[src/rtl/fifo_stream_reader_pkg.sv]
// Shared constants and helpers for the hash-table FIFO read path.
// DEF_D_WIDTH must track the upstream FIFO word width.
package fifo_stream_reader_pkg;

  localparam int DEF_D_WIDTH = 8;

  // Ceiling log2 that can be used in parameter expressions; clog2(1) = 0.
  function automatic int clog2(input int v);
    int r;
    int x;
    r = 0;
    x = v - 1;
    while (x > 0) begin
      r++;
      x = x >>> 1;
    end
    return r;
  endfunction

endpackage

[src/rtl/fifo_stream_reader_if.sv]
// Bundles the upstream FIFO read port and the downstream valid/ready stream.
// master = the reader block, slave = the FIFO plus consumer side.
interface fifo_stream_reader_if #(
  parameter int D_WIDTH = fifo_stream_reader_pkg::DEF_D_WIDTH
);
  logic               fifo_empty;
  logic               fifo_rd_en;
  logic [D_WIDTH-1:0] fifo_dout;
  logic [D_WIDTH-1:0] m_data;
  logic               m_valid;
  logic               m_ready;

  modport master (
    input  fifo_empty, fifo_dout, m_ready,
    output fifo_rd_en, m_data, m_valid
  );

  modport slave (
    output fifo_empty, fifo_dout, m_ready,
    input  fifo_rd_en, m_data, m_valid
  );
endinterface

[src/rtl/fifo_stream_reader_rd_lat_pipe.sv]
// Valid delay line matching the FIFO read latency: strobes capture when the
// popped word appears on fifo_dout and reports how many pops are outstanding.
module rd_lat_pipe
  import fifo_stream_reader_pkg::*;
#(
  parameter int RD_LAT = 1,
  parameter int INF_W  = (clog2(RD_LAT + 1) > 0) ? clog2(RD_LAT + 1) : 1
) (
  input  logic             clk,
  input  logic             rst,
  input  logic             issue,
  output logic             capture,
  output logic [INF_W-1:0] inflight
);

  logic [RD_LAT-1:0] vld_q;
  logic [RD_LAT:0]   vld_pipe;

  assign vld_pipe = {vld_q, issue};

  // Shifts unconditionally: the FIFO latency is fixed, so no stall path exists.
  always_ff @(posedge clk or posedge rst) begin
    if (rst) vld_q <= '0;
    else     vld_q <= vld_pipe[RD_LAT-1:0];
  end

  assign capture = vld_q[RD_LAT-1];

  always_comb begin
    inflight = '0;
    for (int i = 0; i < RD_LAT; i++)
      inflight = inflight + INF_W'(vld_q[i]);
  end

endmodule

[src/rtl/fifo_stream_reader.sv]
// Read-side master for the hash-table FIFO: issues pops on credit, absorbs the
// read latency into a skid buffer and streams words out with full backpressure.
module fifo_stream_reader
  import fifo_stream_reader_pkg::*;
#(
  parameter int D_WIDTH    = DEF_D_WIDTH,
  parameter int RD_LAT     = 1,
  parameter int SKID_DEPTH = 4,
  parameter int CNT_W      = 32,
  parameter int LVL_W      = clog2(SKID_DEPTH + 1)
) (
  input  logic                 clk,
  input  logic                 rst,
  fifo_stream_reader_if.master bus,
  output logic [LVL_W-1:0]     level,
  output logic [CNT_W-1:0]     pop_count
);

  localparam int PTR_W = (clog2(SKID_DEPTH) > 0) ? clog2(SKID_DEPTH) : 1;
  localparam int INF_W = (clog2(RD_LAT + 1) > 0) ? clog2(RD_LAT + 1) : 1;
  localparam int SUM_W = clog2(SKID_DEPTH + RD_LAT + 1) + 1;

  logic [D_WIDTH-1:0] mem [SKID_DEPTH];
  logic [PTR_W-1:0]   wr_ptr;
  logic [PTR_W-1:0]   rd_ptr;
  logic [INF_W-1:0]   inflight;
  logic               issue;
  logic               capture;
  logic               credit;
  logic               xfer;

  function automatic logic [PTR_W-1:0] ptr_inc(input logic [PTR_W-1:0] p);
    return (p == PTR_W'(SKID_DEPTH - 1)) ? '0 : p + 1'b1;
  endfunction

  rd_lat_pipe #(
    .RD_LAT (RD_LAT),
    .INF_W  (INF_W)
  ) u_rd_lat_pipe (
    .clk      (clk),
    .rst      (rst),
    .issue    (issue),
    .capture  (capture),
    .inflight (inflight)
  );

  // Credit counts words already in flight so a capture never meets a full
  // buffer; m_ready is deliberately kept out of this path.
  assign credit = (SUM_W'(inflight) + SUM_W'(level)) < SUM_W'(SKID_DEPTH);
  assign issue  = !rst && !bus.fifo_empty && credit;

  assign bus.fifo_rd_en = issue;
  assign bus.m_valid    = (level != '0);
  assign bus.m_data     = mem[rd_ptr];
  assign xfer           = bus.m_valid && bus.m_ready;

  always_ff @(posedge clk or posedge rst) begin
    if (rst) begin
      wr_ptr    <= '0;
      rd_ptr    <= '0;
      level     <= '0;
      pop_count <= '0;
      for (int i = 0; i < SKID_DEPTH; i++) mem[i] <= '0;
    end else begin
      if (capture) begin
        mem[wr_ptr] <= bus.fifo_dout;
        wr_ptr      <= ptr_inc(wr_ptr);
      end
      if (xfer) begin
        rd_ptr    <= ptr_inc(rd_ptr);
        pop_count <= pop_count + 1'b1;
      end
      case ({capture, xfer})
        2'b10:   level <= level + 1'b1;
        2'b01:   level <= level - 1'b1;
        default: level <= level;
      endcase
    end
  end

endmodule

[src/flat_wrapper.sv]
// flat-port wrapper written by rule: the top's interface ports become plain ports
module fifo_stream_reader_flat import fifo_stream_reader_pkg::*;
#(
  parameter int D_WIDTH    = DEF_D_WIDTH,
  parameter int RD_LAT     = 1,
  parameter int SKID_DEPTH = 4,
  parameter int CNT_W      = 32,
  parameter int LVL_W      = clog2(SKID_DEPTH + 1)
)
  (clk, rst, level, pop_count, bus_fifo_empty, bus_fifo_dout, bus_m_ready, bus_fifo_rd_en, bus_m_data, bus_m_valid);
  fifo_stream_reader_if #(.D_WIDTH(D_WIDTH)) bus_i ();
  input  logic clk;
  input  logic rst;
  output logic [LVL_W-1:0] level;
  output logic [CNT_W-1:0] pop_count;
  input wire logic [$bits(bus_i.fifo_empty)-1:0] bus_fifo_empty;
  input wire logic [$bits(bus_i.fifo_dout)-1:0] bus_fifo_dout;
  input wire logic [$bits(bus_i.m_ready)-1:0] bus_m_ready;
  output wire logic [$bits(bus_i.fifo_rd_en)-1:0] bus_fifo_rd_en;
  output wire logic [$bits(bus_i.m_data)-1:0] bus_m_data;
  output wire logic [$bits(bus_i.m_valid)-1:0] bus_m_valid;
  assign bus_i.fifo_empty = bus_fifo_empty;
  assign bus_i.fifo_dout = bus_fifo_dout;
  assign bus_i.m_ready = bus_m_ready;
  assign bus_fifo_rd_en = bus_i.fifo_rd_en;
  assign bus_m_data = bus_i.m_data;
  assign bus_m_valid = bus_i.m_valid;
  fifo_stream_reader #(.D_WIDTH(D_WIDTH), .RD_LAT(RD_LAT), .SKID_DEPTH(SKID_DEPTH), .CNT_W(CNT_W), .LVL_W(LVL_W)) u_core (.clk(clk), .rst(rst), .bus(bus_i), .level(level), .pop_count(pop_count));
endmodule
[config.mk]
export PLATFORM = sky130hd
export DESIGN_NAME = fifo_stream_reader_flat
export DESIGN_NICKNAME = d
export VERILOG_FILES = /design/src/rtl/fifo_stream_reader_pkg.sv /design/src/rtl/fifo_stream_reader_if.sv /design/src/rtl/fifo_stream_reader_rd_lat_pipe.sv /design/src/rtl/fifo_stream_reader.sv /design/src/flat_wrapper.sv
export SDC_FILE = /design/constraint.sdc
export NUM_CORES = 1
export LEC_CHECK = 0
export BUFFER_PORTS_ARGS = -buffer_cell sky130_fd_sc_hd__buf_2
export CAP_MARGIN = 20
export CELL_PAD_IN_SITES_DETAIL_PLACEMENT = 1
export CELL_PAD_IN_SITES_GLOBAL_PLACEMENT = 1
export CORE_MARGIN = 5
export CORE_UTILIZATION = 45
export CTS_CLUSTER_SIZE = 40
export DETAILED_ROUTE_END_ITERATION = 8
export GPL_TIMING_DRIVEN = 0
export PLACE_DENSITY_LB_ADDON = 0.1
export SYNTH_ARGS = -nofsm -noshare
export SYNTH_HDL_FRONTEND = slang
export SYNTH_HIERARCHICAL = 1
export SYNTH_SLANG_ARGS = --single-unit
[constraint.sdc]
create_clock -name clk -period 2.5 [get_ports clk]
set_input_delay 0.25 -clock clk [delete_from_list [all_inputs] [get_ports clk]]
set_output_delay 0.25 -clock clk [all_outputs]
set_load 0.01 [all_outputs]
# After elaboration in Yosys (flattened, before gate mapping)
# Index checks and enable logic that the tools add are counted.
[totals]
latchBits = 0
output_inout_bits = 45
memories = 0
input_bits = 12
ramBits = 0
word_cells = 42
mem_bits_ro = 0
reg_bits = 72
[classes]
eq_ne = 4
multipliers = 0
n_lt_le_gt_ge = 4
shifts = 0
n_reduce_logical = 8
n_mux = 9
add_sub_neg = 6
bitwise = 2
n_div = 0
[ops]
columns = ["op", "count"]
rows = [
  ["$add 32x1->32 const B", 1],
  ["$bwmux 32", 1],
  ["$mux 8", 3],
  ["$bmux 8 s2", 1],
  ["$demux 8 s2", 1],
  ["$eq 2x2->1 const B", 3],
  ["$ge 3x3->1 const B", 2],
  ["$not 2->3", 2],
  ["$pmux 3 s2", 1],
  ["$add 1x3->4", 1],
  ["$add 2x1->2 const B", 2],
  ["$logic_and 1x1->1", 4],
  ["$lt 4x3->1 const B", 1],
  ["$mux 2", 2],
  ["$add 3x1->3 const B", 1],
  ["$lt 3x1->1 const B", 1],
  ["$reduce_bool 3->1", 1],
  ["$sub 3x1->3 const B", 1],
  ["$eq 2x1->1 const B", 1],
  ["$logic_not 1->1", 2],
  ["$reduce_bool 2->1", 1],
]

# Logic depth before layout (Yosys ltp)
# Gate-level depths: netlist of run 1.
[logic_depth]
ltp_word = 6
mapped_depth = 8
ltp_nobuf = 8

# Cells and area by module
# Netlist of run 1, hierarchy kept.
[modules_own_cells]
columns = ["module", "cells_per_inst", "area_each_um2", "seq_area_each_um2", "instances"]
rows = [
  ["fifo_stream_reader", 256, 3288.2, 1776.7, 1],
  ["rd_lat_pipe", 3, 36.3, 25.0, 1],
]

# Worst setup path after synthesis of run 1
# OpenSTA, ideal clock, no wires.
[synth_path]
kind = "register -> register"
start = "register u_core.level[0]"
end = "register u_core.level[2]"
arrival_ns = 2.046
path_stages_with_launch = 9
n_path_buf = 0
t_required_ns = 2.372
setup_slack_ns = 0.325
cell_sequence = "dfrtp_1 -> o31ai_1 -> inv_1 -> ha_1 -> inv_1 -> fa_1 -> xor2_1 -> nor2_1 -> xor2_1"
[synth_between]
elab_chain_cells = 4
[synth_lines]
columns = ["item", "line_no", "text"]
rows = [
  ["from (decl)", "fifo_stream_reader.sv:15", "output logic [LVL_W-1:0] level,"],
  ["from (signal assigned)", "fifo_stream_reader.sv:74", "2'b10: level <= level + 1'b1;"],
  ["from (signal assigned)", "fifo_stream_reader.sv:75", "2'b01: level <= level - 1'b1;"],
  ["from (signal assigned)", "fifo_stream_reader.sv:76", "default: level <= level;"],
  ["$reduce_bool 3->1 (*)", "fifo_stream_reader.sv:53", "assign bus.m_valid = (level != '0);"],
  ["$logic_and 1x1->1 (*)", "fifo_stream_reader.sv:55", "assign xfer = bus.m_valid && bus.m_ready;"],
  ["via u_core.xfer", "fifo_stream_reader.sv:30", "logic xfer;"],
  ["$eq 2x1->1 or $eq 2x2->1 (tied branches)", "fifo_stream_reader.sv:73", "case ({capture, xfer})"],
  ["$pmux 3 s2 or $reduce_bool 2->1 (tied branches)", "n/a", ""],
]
# Mark *: on every way through the listed nets, which the timed path passes. The rest lies on a longest branch.
# A chain may end at the register's enable or synchronous reset.

# Worst setup path after layout of run 1
[layout_path]
start = "register u_core.rd_ptr[0]"
end = "output port bus_m_data[4]"
[layout_between]
elab_chain_cells = 4
[layout_lines]
columns = ["item", "line_no", "text"]
rows = [
  ["from (decl)", "fifo_stream_reader.sv:25", "logic [PTR_W-1:0] rd_ptr;"],
  ["from (signal assigned)", "fifo_stream_reader.sv:70", "rd_ptr <= ptr_inc(rd_ptr);"],
  ["$not 2->3 (implied by the code)", "fifo_stream_reader.sv:54", "assign bus.m_data = mem[rd_ptr];"],
  ["$bmux 8 s2", "fifo_stream_reader.sv:54", ""],
  ["$mux 8 (implied by the code) (2 in a row)", "fifo_stream_reader.sv:54", ""],
  ["to (decl)", "flat_wrapper.sv:20", "output wire logic [$bits(bus_i.m_data)-1:0] bus_m_data;"],
]
# Every way passes these cells. The select of a mux whose other input is x is not followed.

==> results of run 1 <==
[state kept, by name, summed over array words and instances (netlist names)]
| signal | count |
|---|---|
| u_core/level | 3 |
| u_core/pop_count | 32 |
| u_core/rd_ptr | 2 |
| u_core/u_rd_lat_pipe/capture | 1 |
| u_core/wr_ptr | 2 |
| u_core/mem | 32 |
[critical path: cells and delay by family (launching register included)]
family | cells | cell delay (ps)
buf+inv | 2 | 780
mux | 1 | 600
flops | 1 | 360
[area by class of cell]
class	count	share of cell area, %
sequential	72	45.5
multi-input combinational	165	36.1
timing repair buffer	59	8.14
clock buffer	9	3.13
tap	99	3.13
clock inverter	7	1.55
inverter	15	1.48
buffer	7	0.979
[layout by cell type (no fill, tap or decap), types with 2 or more instances in the layout]
cell type and n:
and3_1 2, and4_1 3, buf_2 57, clkbuf_1 3
clkbuf_8 9, clkinvlp_4 2, dfrtp_1 72, ha_1 7
inv_1 14, inv_6 4, mux2_2 32, mux4_2 8
nand2_1 19, nand3_1 8, nand4_1 9, nand4_2 2
nor2_1 11, nor3_1 8, nor4_1 5, o21ai_0 2
or3_1 2, xnor2_1 16, xor2_1 18
[path summary, 6_finish.rpt]
path	to	depth (start not counted)	slack, ps
max	bus_m_data[4]	3	180
min	u_core/u_rd_lat_pipe/capture	2	70
max reg2reg	u_core/level[2]	8	300
min reg2reg	u_core/pop_count[31]	1	490
max in group asynchronous	u_core/pop_count[7]	4	1580
min in group asynchronous	u_core/u_rd_lat_pipe/capture	3	320
[power groups by stage]
stage | registers (uW) | logic (uW) | clock network [uW]
floorplan | 1780 | 918 | 0
global placement | 1800 | 1270 | 0
detailed placement | 1820 | 1330 | 0
CTS | 1810 | 1340 | 904
global route | 1850 | 1450 | 959
finish | 1800 | 1300 | 867
[metal layers]
metal	vias to the layer above	share of wire (%)
met5	-	0
met4	0	0.88
met3	7	3.8
met2	41	46
met1	1129	50
li1	1050	-
[what timing repair did]
item / CTS / global route
resized for setup: 1 / 0
hold endpoints to repair: 14 / 0
hold buffers: 1 / 0
endpoints found under the setup margin: 2 / 0
[stage by stage]
| step | setup TNS (ps) | worst slack (ps) | cells |
|---|---|---|---|
| floorplan | 0 | 325 | 259 |
| global placement | -37710 | -535 | 414 |
| detailed placement | -41.6 | -41.6 | 415 |
| CTS | 0 | 119 | 432 |
| global route | 0 | 16.6 | 433 |
| finish | 0 | 177 | 433 |
[kinds of logic (layout without fill, tap and decap cells)]
kind of cell               count (synthesis)  count (layout)  synth area share [%]
xor gates and xnor gates                  34              34                  8.96
buffers and inverters                     22              97                  2.86
adders and majority gates                  8               8                  3.24
DFF                                       72              72                  54.2
muxes                                     41              41                  16.6
and+or+nand+nor                           78              78                  13.4
AOI/OAI and AO/OA                          4               4                 0.753
==> flow_metrics.env, run 1 <==
export IMPL_status="finished, final reports clean"
export IMPL_dp_hpwl_mm=5.03
export IMPL_synth_top_area_share_pct=54.2
export IMPL_clkPwrFrac_pct=21.9
export IMPL_synth_area_top_cells="dfrtp_1 54%, mux2_2 11%, mux4_2 5.4%"
export IMPL_clock_latency_ps=340
export IMPL_clk_pin_slew_ps=80
export IMPL_firstDrtPassIters=4
export IMPL_placed_area_sq_um=3760
export IMPL_netlist_top_cells_count="72 x dfrtp_1, 32 x mux2_2, 19 x nand2_1"
export IMPL_finalClockSkew_ps=11.2
export IMPL_grt_max_degree=59
export IMPL_io_pins=57
export IMPL_antenna_found_initial=0
export IMPL_syn_avg_cell_area_sq_um=12.8
export IMPL_via_count=2227
export IMPL_combPwrFrac_pct=32.8
export IMPL_min_period_over_period_pct=92.9
export IMPL_post_cts_setup_buffers=0
export IMPL_arrival_ps=2070
export IMPL_synth_cell_types=36
export IMPL_syn_inst=259
export IMPL_min_period_ps=2320
export IMPL_final_area_sq_um=3960
export IMPL_cts_buffer_depth=2
export IMPL_slowest_stage="clkbuf_1"
export IMPL_cts_htree_levels=3
export IMPL_grt_util_met2_pct=24.2
export IMPL_cts_buffers=9
export IMPL_drv_max_cap_violation_count=0
export IMPL_seq_power_share_pct=45.3
export IMPL_async_flop_share_pct=100
export IMPL_grt_pass1_vias=2377
export IMPL_reg2reg_from="u_core/level[0]"
export IMPL_worstPathCellList="clkbuf_1, mux4_2, buf_2"
export IMPL_hp_start="bus_fifo_empty"
export IMPL_max_freq_ghz=0.431
export IMPL_start_util_pct=46.1
export IMPL_wire_per_inst_microns=15.9
export IMPL_num_rows=31
export IMPL_switching_share_pct=33.7
export IMPL_totalWireLength_mm=6.90
export IMPL_slowest_delay_ps=620
export IMPL_nFillCells=801
export IMPL_p_int_uw=2630
export IMPL_worstSetupStartpointType="flop"
export IMPL_final_nets=349
export IMPL_met1_usage_pct=23.8
export IMPL_io_buffers=56
export IMPL_synth_nets=279
export IMPL_vias_per_cell=5.14
export IMPL_yosys_warnings=6
export IMPL_grt_overflow_total=0
export IMPL_synth_most_common_cell="dfrtp_1"
export IMPL_worst_slew_pin_slew_ps=803
export IMPL_p_per_area_nw_per_um2=1000
export IMPL_hp_class="in2reg"
export IMPL_p_total_uw=3970
export IMPL_grt_use_met3_pct=3.52
export IMPL_timing_hold_ws_ps=66.4
export IMPL_clock_sinks=72
export IMPL_critPathKind="reg2out"
export IMPL_p_leak_uw=0.00193
export IMPL_crit_required_ps=2250
export IMPL_grtUsageTotal_pct=16.6
export IMPL_rsz0062_at_grt="false"
export IMPL_die_y_microns=96.0
export IMPL_syn_area_sq_um=3320
export IMPL_synth_main_ff_cell="dfrtp_1"
export IMPL_crit_fanout=10
export IMPL_peakVddDrop_uv=432
export IMPL_num_antenna_cells=0
export IMPL_hold_viol=0
export IMPL_drive_gt1_share_pct=37.4
export IMPL_setup_violations_final=0
export IMPL_die_w_microns=96.0
export IMPL_clock_root_buffer="clkbuf_8"
export IMPL_multi_input_area_sq_um=1430
export IMPL_synth_edf_count=0
export IMPL_maxSlewHeadroom_pct=46.5
export IMPL_synthToLayoutAreaGrowth_pct=19.2
export IMPL_ys_seq_area_share_pct=54.2
export IMPL_coreArea_sq_um=7210
export IMPL_final_util_pct=54.9
export IMPL_drc_errors=0
export IMPL_seq_area_sq_um=1800
export IMPL_routabilityCongestion=0.723
export IMPL_p_switching_uw=1340
export IMPL_yosys_area_top_type="dfrtp_1"
export IMPL_cp_end_kind="primary output"
export IMPL_die_area_sq_um=9210
export IMPL_final_max_slew_viol_count=0
export IMPL_grt_pass1_wl_mm=11.7
export IMPL_postRouteAntennaNets=0
export IMPL_crit_start="u_core/rd_ptr[0]"
export IMPL_drt_iter0_drc=61
export IMPL_synth_seq_cells=72
export IMPL_cts_tree="yes"
export IMPL_globalRoute_busiestLayer="met2"
(Power assumes the default switching activity.)
==> run 2: changes to the inputs <==
--- a/config.mk
+++ b/config.mk
@@ -10,7 +10,7 @@
 export CELL_PAD_IN_SITES_DETAIL_PLACEMENT = 1
 export CELL_PAD_IN_SITES_GLOBAL_PLACEMENT = 1
 export CORE_MARGIN = 5
-export CORE_UTILIZATION = 45
+export CORE_UTILIZATION = 48
 export CTS_CLUSTER_SIZE = 40
 export DETAILED_ROUTE_END_ITERATION = 8
 export GPL_TIMING_DRIVEN = 0
==> constraint.sdc (replaced) <==
create_clock -name clk -period 2.98 [get_ports clk]
set_input_delay 0.298 -clock clk [delete_from_list [all_inputs] [get_ports clk]]
set_output_delay 0.298 -clock clk [all_outputs]
set_load 0.01 [all_outputs]
==> flow_metrics.env, run 2 (synthesized netlist as in run 1, its figures left out) <==
export IMPL_combPwrFrac_pct=33.5
export IMPL_drt_iter0_drc=88
export IMPL_via_count=2240
export IMPL_drc_errors=0
export IMPL_layout_commonest_cell="dfrtp_1"
export IMPL_final_max_slew_viol_count=0
export IMPL_critPathKind="reg2reg"
export IMPL_finalClockSkew_ps=10.5
export IMPL_crit_required_ps=3200
export IMPL_cts_resized=0
export IMPL_seq_power_share_pct=45.8
export IMPL_antenna_found_initial=0
export IMPL_die_w_microns=93.2
export IMPL_hp_class="in2reg"
export IMPL_p_leak_uw=0.00192
export IMPL_clk_pin_slew_ps=70
export IMPL_status="finished, final reports clean"
export IMPL_routabilityCongestion=0.775
export IMPL_grtUsageTotal_pct=18.6
export IMPL_crit_fanout=8
export IMPL_cts_htree_levels=3
export IMPL_timing_hold_ws_ps=150
export IMPL_min_period_ps=2550
export IMPL_worst_slew_pin_slew_ps=990
export IMPL_cp_end_kind="flop"
export IMPL_hold_viol=0
export IMPL_setup_violations_final=0
export IMPL_final_area_sq_um=3920
export IMPL_peakVddDrop_uv=430
export IMPL_num_antenna_cells=0
export IMPL_num_rows=30
export IMPL_clkPwrFrac_pct=20.7
export IMPL_die_y_microns=93.2
export IMPL_dp_hpwl_mm=5.20
export IMPL_cts_buffer_depth=2
export IMPL_coreArea_sq_um=6760
export IMPL_critPathTopFamily="compound AO/OA/AOI/OAI gates"
export IMPL_placed_area_sq_um=3730
export IMPL_critPathBufInv=2
export IMPL_layout_common_cells="72 x dfrtp_1, 58 x buf_2, 32 x mux2_2"
export IMPL_start_util_pct=49.2
export IMPL_stdcell_count=414
export IMPL_final_nets=349
export IMPL_maxSlewHeadroom_pct=33.4
export IMPL_drive_gt1_share_pct=36.8
export IMPL_setup_tns_ps=0
export IMPL_totalWireLength_mm=7.14
export IMPL_grt_pass1_vias=2466
export IMPL_grt_overflow_total=0
export IMPL_firstDrtPassIters=5
export IMPL_clock_latency_ps=340
export IMPL_place_inst=396
export IMPL_io_pins=57
export IMPL_grt_max_degree=59
export IMPL_setup_slack_ps=429
export IMPL_worstSetupStartpointType="flop"
export IMPL_postRouteAntennaNets=0
export IMPL_die_area_sq_um=8690
export IMPL_rsz0062_at_grt="false"
export IMPL_post_cts_setup_buffers=0
export IMPL_clock_root_buffer="clkbuf_8"
export IMPL_io_buffers=56
export IMPL_slowest_stage="o31ai_1"
export IMPL_drv_max_cap_violation_count=0
export IMPL_grt_pass1_wl_mm=12.7
export IMPL_wire_per_inst_microns=17.3
export IMPL_switching_share_pct=33.6
export IMPL_top_regs="u_core/mem x32, u_core/pop_count x32, u_core/level x3"
export IMPL_min_period_over_period_pct=85.6
export IMPL_vias_per_cell=5.41
export IMPL_p_per_area_nw_per_um2=844
export IMPL_slowest_delay_ps=860
export IMPL_clock_sinks=72
export IMPL_max_freq_ghz=0.392
export IMPL_cts_buffers=9
export IMPL_p_switching_uw=1110
export IMPL_worstPathCellList="o31ai_1, inv_1, ha_1, inv_1, fa_1, xor2_1, nor2_1, xor2_1"
export IMPL_p_int_uw=2200
export IMPL_arrival_ps=2770
export IMPL_pre_cts_ws_ps=447
export IMPL_cts_tree="yes"
export IMPL_synthToLayoutAreaGrowth_pct=18.0
==> run 2: what timing repair did <==
action | in CTS | in global routing
endpoints found under the setup margin | 0 | 0
hold buffers | 1 | 0
endpoints found under the hold margin | 14 | 0
==> run 2: power by group through the flow <==
stage                     clock (uW)  combinational (uW)  sequential, uW
after floorplan                    0                 770            1490
after global placement             0                1070            1510
after detailed placement           0                1130            1540
after CTS                        713                1140            1520
after global routing             771                1240            1560
final                            686                1110            1520
==> run 2: worst paths after layout <==
| path | start | endpoint | slack (ps) | cells after the start |
|---|---|---|---|---|
| setup / recovery | u_core/level[0] | u_core/level[2] | 430 | 8 |
| min in group asynchronous | rst | u_core/u_rd_lat_pipe/capture | 390 | 3 |
| hold reg to reg | u_core/pop_count[31] | u_core/pop_count[31] | 470 | 1 |
| hold / removal | bus_fifo_empty | u_core/u_rd_lat_pipe/capture | 150 | 2 |
| setup reg to reg | u_core/level[0] | u_core/level[2] | 430 | 8 |
| max in group asynchronous | rst | u_core/rd_ptr[1] | 1990 | 4 |
==> run 2: metrics by stage <==
| step | power (uW) | util (%) |
|---|---|---|
| finish | 3310 | 58.1 |
| global route | 3570 | 58.1 |
| CTS | 3370 | 58.0 |
| detailed placement | 2670 | 55.3 |
| global placement | 2580 | 54.8 |
| floorplan | 2260 | - |
==> run 2: area by class of cell <==
| cell class | count | area, sq um |
|---|---|---|
| fill | 718 | 2830 |
| sequential | 72 | 1800 |
| multi-input combinational | 165 | 1430 |
| timing repair buffer | 59 | 323 |
| clock buffer | 10 | 128 |
| tap | 80 | 100 |
| inverter | 15 | 58.8 |
| clock inverter | 6 | 45.0 |
| buffer | 7 | 38.8 |
==> run 2: routing by layer <==
layer	wire, microns	GRT usage (%)	vias to the layer above
li1	-	-	1049
met5	0	0	-
met4	57	3.66	0
met1	3370	26.0	1147
met2	3440	29.2	39
met3	271	5.31	5
==> run 3: changes to the inputs <==
--- a/config.mk
+++ b/config.mk
@@ -10,7 +10,7 @@
 export CELL_PAD_IN_SITES_DETAIL_PLACEMENT = 1
 export CELL_PAD_IN_SITES_GLOBAL_PLACEMENT = 1
 export CORE_MARGIN = 5
-export CORE_UTILIZATION = 48
+export CORE_UTILIZATION = 40
 export CTS_CLUSTER_SIZE = 40
 export DETAILED_ROUTE_END_ITERATION = 8
 export GPL_TIMING_DRIVEN = 0
==> constraint.sdc (replaced) <==
create_clock -name clk -period 2.32 [get_ports clk]
set_input_delay 0.232 -clock clk [delete_from_list [all_inputs] [get_ports clk]]
set_output_delay 0.232 -clock clk [all_outputs]
set_load 0.01 [all_outputs]
==> flow_metrics.env, run 3 (synthesized netlist as in run 1, its figures left out) <==
export IMPL_timing_hold_ws_ps=69.7
export IMPL_cp_end_kind="flop"
export IMPL_grtUsageTotal_pct=15.1
export IMPL_final_nets=349
export IMPL_hp_class="in2reg"
export IMPL_status="finished, final reports clean"
export IMPL_slowest_stage="dfrtp_1"
export IMPL_wire_per_inst_microns=15.8
export IMPL_grt_max_degree=65
export IMPL_p_leak_uw=0.00194
export IMPL_finalClockSkew_ps=10.6
export IMPL_io_pins=57
export IMPL_reg2reg_from="u_core/level[0]"
export IMPL_die_y_microns=101
export IMPL_cts_htree_levels=3
export IMPL_setup_violations_final=0
export IMPL_via_count=2237
export IMPL_start_util_pct=40.7
export IMPL_clock_root_buffer="clkbuf_8"
export IMPL_drc_errors=0
export IMPL_routabilityCongestion=0.686
export IMPL_rsz0062_at_grt="false"
export IMPL_final_util_pct=49.0
export IMPL_num_antenna_cells=0
export IMPL_final_max_slew_viol_count=0
export IMPL_firstDrtPassIters=4
export IMPL_peakVddDrop_uv=490
export IMPL_arrival_ps=2240
export IMPL_maxSlewHeadroom_pct=58.8
export IMPL_clock_latency_ps=330
export IMPL_totalWireLength_mm=6.94
export IMPL_clk_pin_slew_ps=70
export IMPL_min_period_over_period_pct=87.5
export IMPL_critPathKind="reg2reg"
export IMPL_cts_buffer_depth=2
export IMPL_drt_iter0_drc=61
export IMPL_min_period_ps=2030
export IMPL_crit_start="u_core/level[0]"
export IMPL_max_freq_ghz=0.493
export IMPL_cts_buffers=9
export IMPL_cts_tree="yes"
export IMPL_coreArea_sq_um=8180
export IMPL_antenna_found_initial=0
export IMPL_hp_start="bus_fifo_empty"
export IMPL_top_regs="u_core/mem x32, u_core/pop_count x32, u_core/level x3"
export IMPL_postRouteAntennaNets=0
export IMPL_p_per_area_nw_per_um2=1090
export IMPL_stdcell_count=439
export IMPL_hold_viol=0
export IMPL_place_inst=422
export IMPL_crit_required_ps=2530
export IMPL_dp_hpwl_mm=5.00
export IMPL_worst_slew_pin_slew_ps=618
export IMPL_vias_per_cell=5.10
export IMPL_layout_commonest_cell="dfrtp_1"
export IMPL_num_rows=33
export IMPL_io_buffers=56
export IMPL_grt_overflow_total=0
export IMPL_post_cts_setup_buffers=0
export IMPL_drive_gt1_share_pct=37.7
export IMPL_slowest_delay_ps=470
export IMPL_die_area_sq_um=10200
export IMPL_die_w_microns=101
export IMPL_grt_pass1_vias=2423
export IMPL_synthToLayoutAreaGrowth_pct=20.4
export IMPL_worstSetupStartpointType="flop"
export IMPL_clock_sinks=72
export IMPL_layout_common_cells="72 x dfrtp_1, 58 x buf_2, 32 x mux2_2"
export IMPL_crit_fanout=8
export IMPL_drv_max_cap_violation_count=0
export IMPL_grt_pass1_wl_mm=12.0
export IMPL_worstPathCellList="o31ai_4, inv_1, ha_1, inv_1, fa_1, xor2_1, nor2_1, xor2_1"
run 3: layer usage:
layer	up-vias	global-route usage [%]	wire length [microns]	share of wire (%)
met5	-	0	0	0
met4	0	5.83	90	1.3
met3	8	3.10	268	3.9
met2	36	23.2	3200	46
met1	1146	21.2	3380	49
li1	1047	-	-	-
run 3: critical path, delay by kind of cell, from the launching register on:
family / cells / cell delay [ps]
AOI/OAI and AO/OA: 1 / 440
xor gates and xnor gates: 2 / 290
adders and majority gates: 2 / 400
buffers and inverters: 2 / 230
DFF: 1 / 470
and+or+nand+nor: 1 / 70
run 3: final cells by class:
| class | instances | area [sq um] |
|---|---|---|
| sequential | 72 | 1800 |
| tap | 105 | 131 |
| timing repair buffer | 59 | 323 |
| fill | 889 | 4170 |
| clock inverter | 5 | 55.1 |
| buffer | 7 | 40.0 |
| inverter | 15 | 58.8 |
| clock buffer | 11 | 151 |
| multi-input combinational | 165 | 1440 |
run 3: per-stage QoR:
step | setup TNS [ps] | power (uW) | cell area [sq um] | setup slack [ps]
finish | 0 | 4360 | 4000 | 291
global route | 0 | 4700 | 4000 | 128
CTS | 0 | 4440 | 3990 | 94.6
detailed placement | -309 | 3400 | 3770 | -168
global placement | -53740 | 3330 | 3740 | -756
floorplan | 0 | 2900 | 3320 | 145
run 3: path summary, 6_finish.rpt:
check                           depth (start not counted)                           end  slack (ps)
worst max register to register                          8               u_core/level[2]         290
worst max-delay path                                    8               u_core/level[2]         290
max in group asynchronous                               4          u_core/pop_count[11]        1440
worst min-delay path                                    2  u_core/u_rd_lat_pipe/capture          70
min in group asynchronous                               3  u_core/u_rd_lat_pipe/capture         320
worst min register to register                          1          u_core/pop_count[31]         470
run 3: where the power goes:
group,internal [uW],total (uW),leakage (uW),switching (uW)
logic,773,1410,0.000955,633
registers,1660,1950,0.000887,288
clock network,552,1000,0.000101,453
run 3: repair_timing:
action,4_1_cts,5_1_grt
setup endpoints to repair,10,2
hold buffers,1,0
endpoints found under the hold margin,8,0
gates resized for setup,2,1
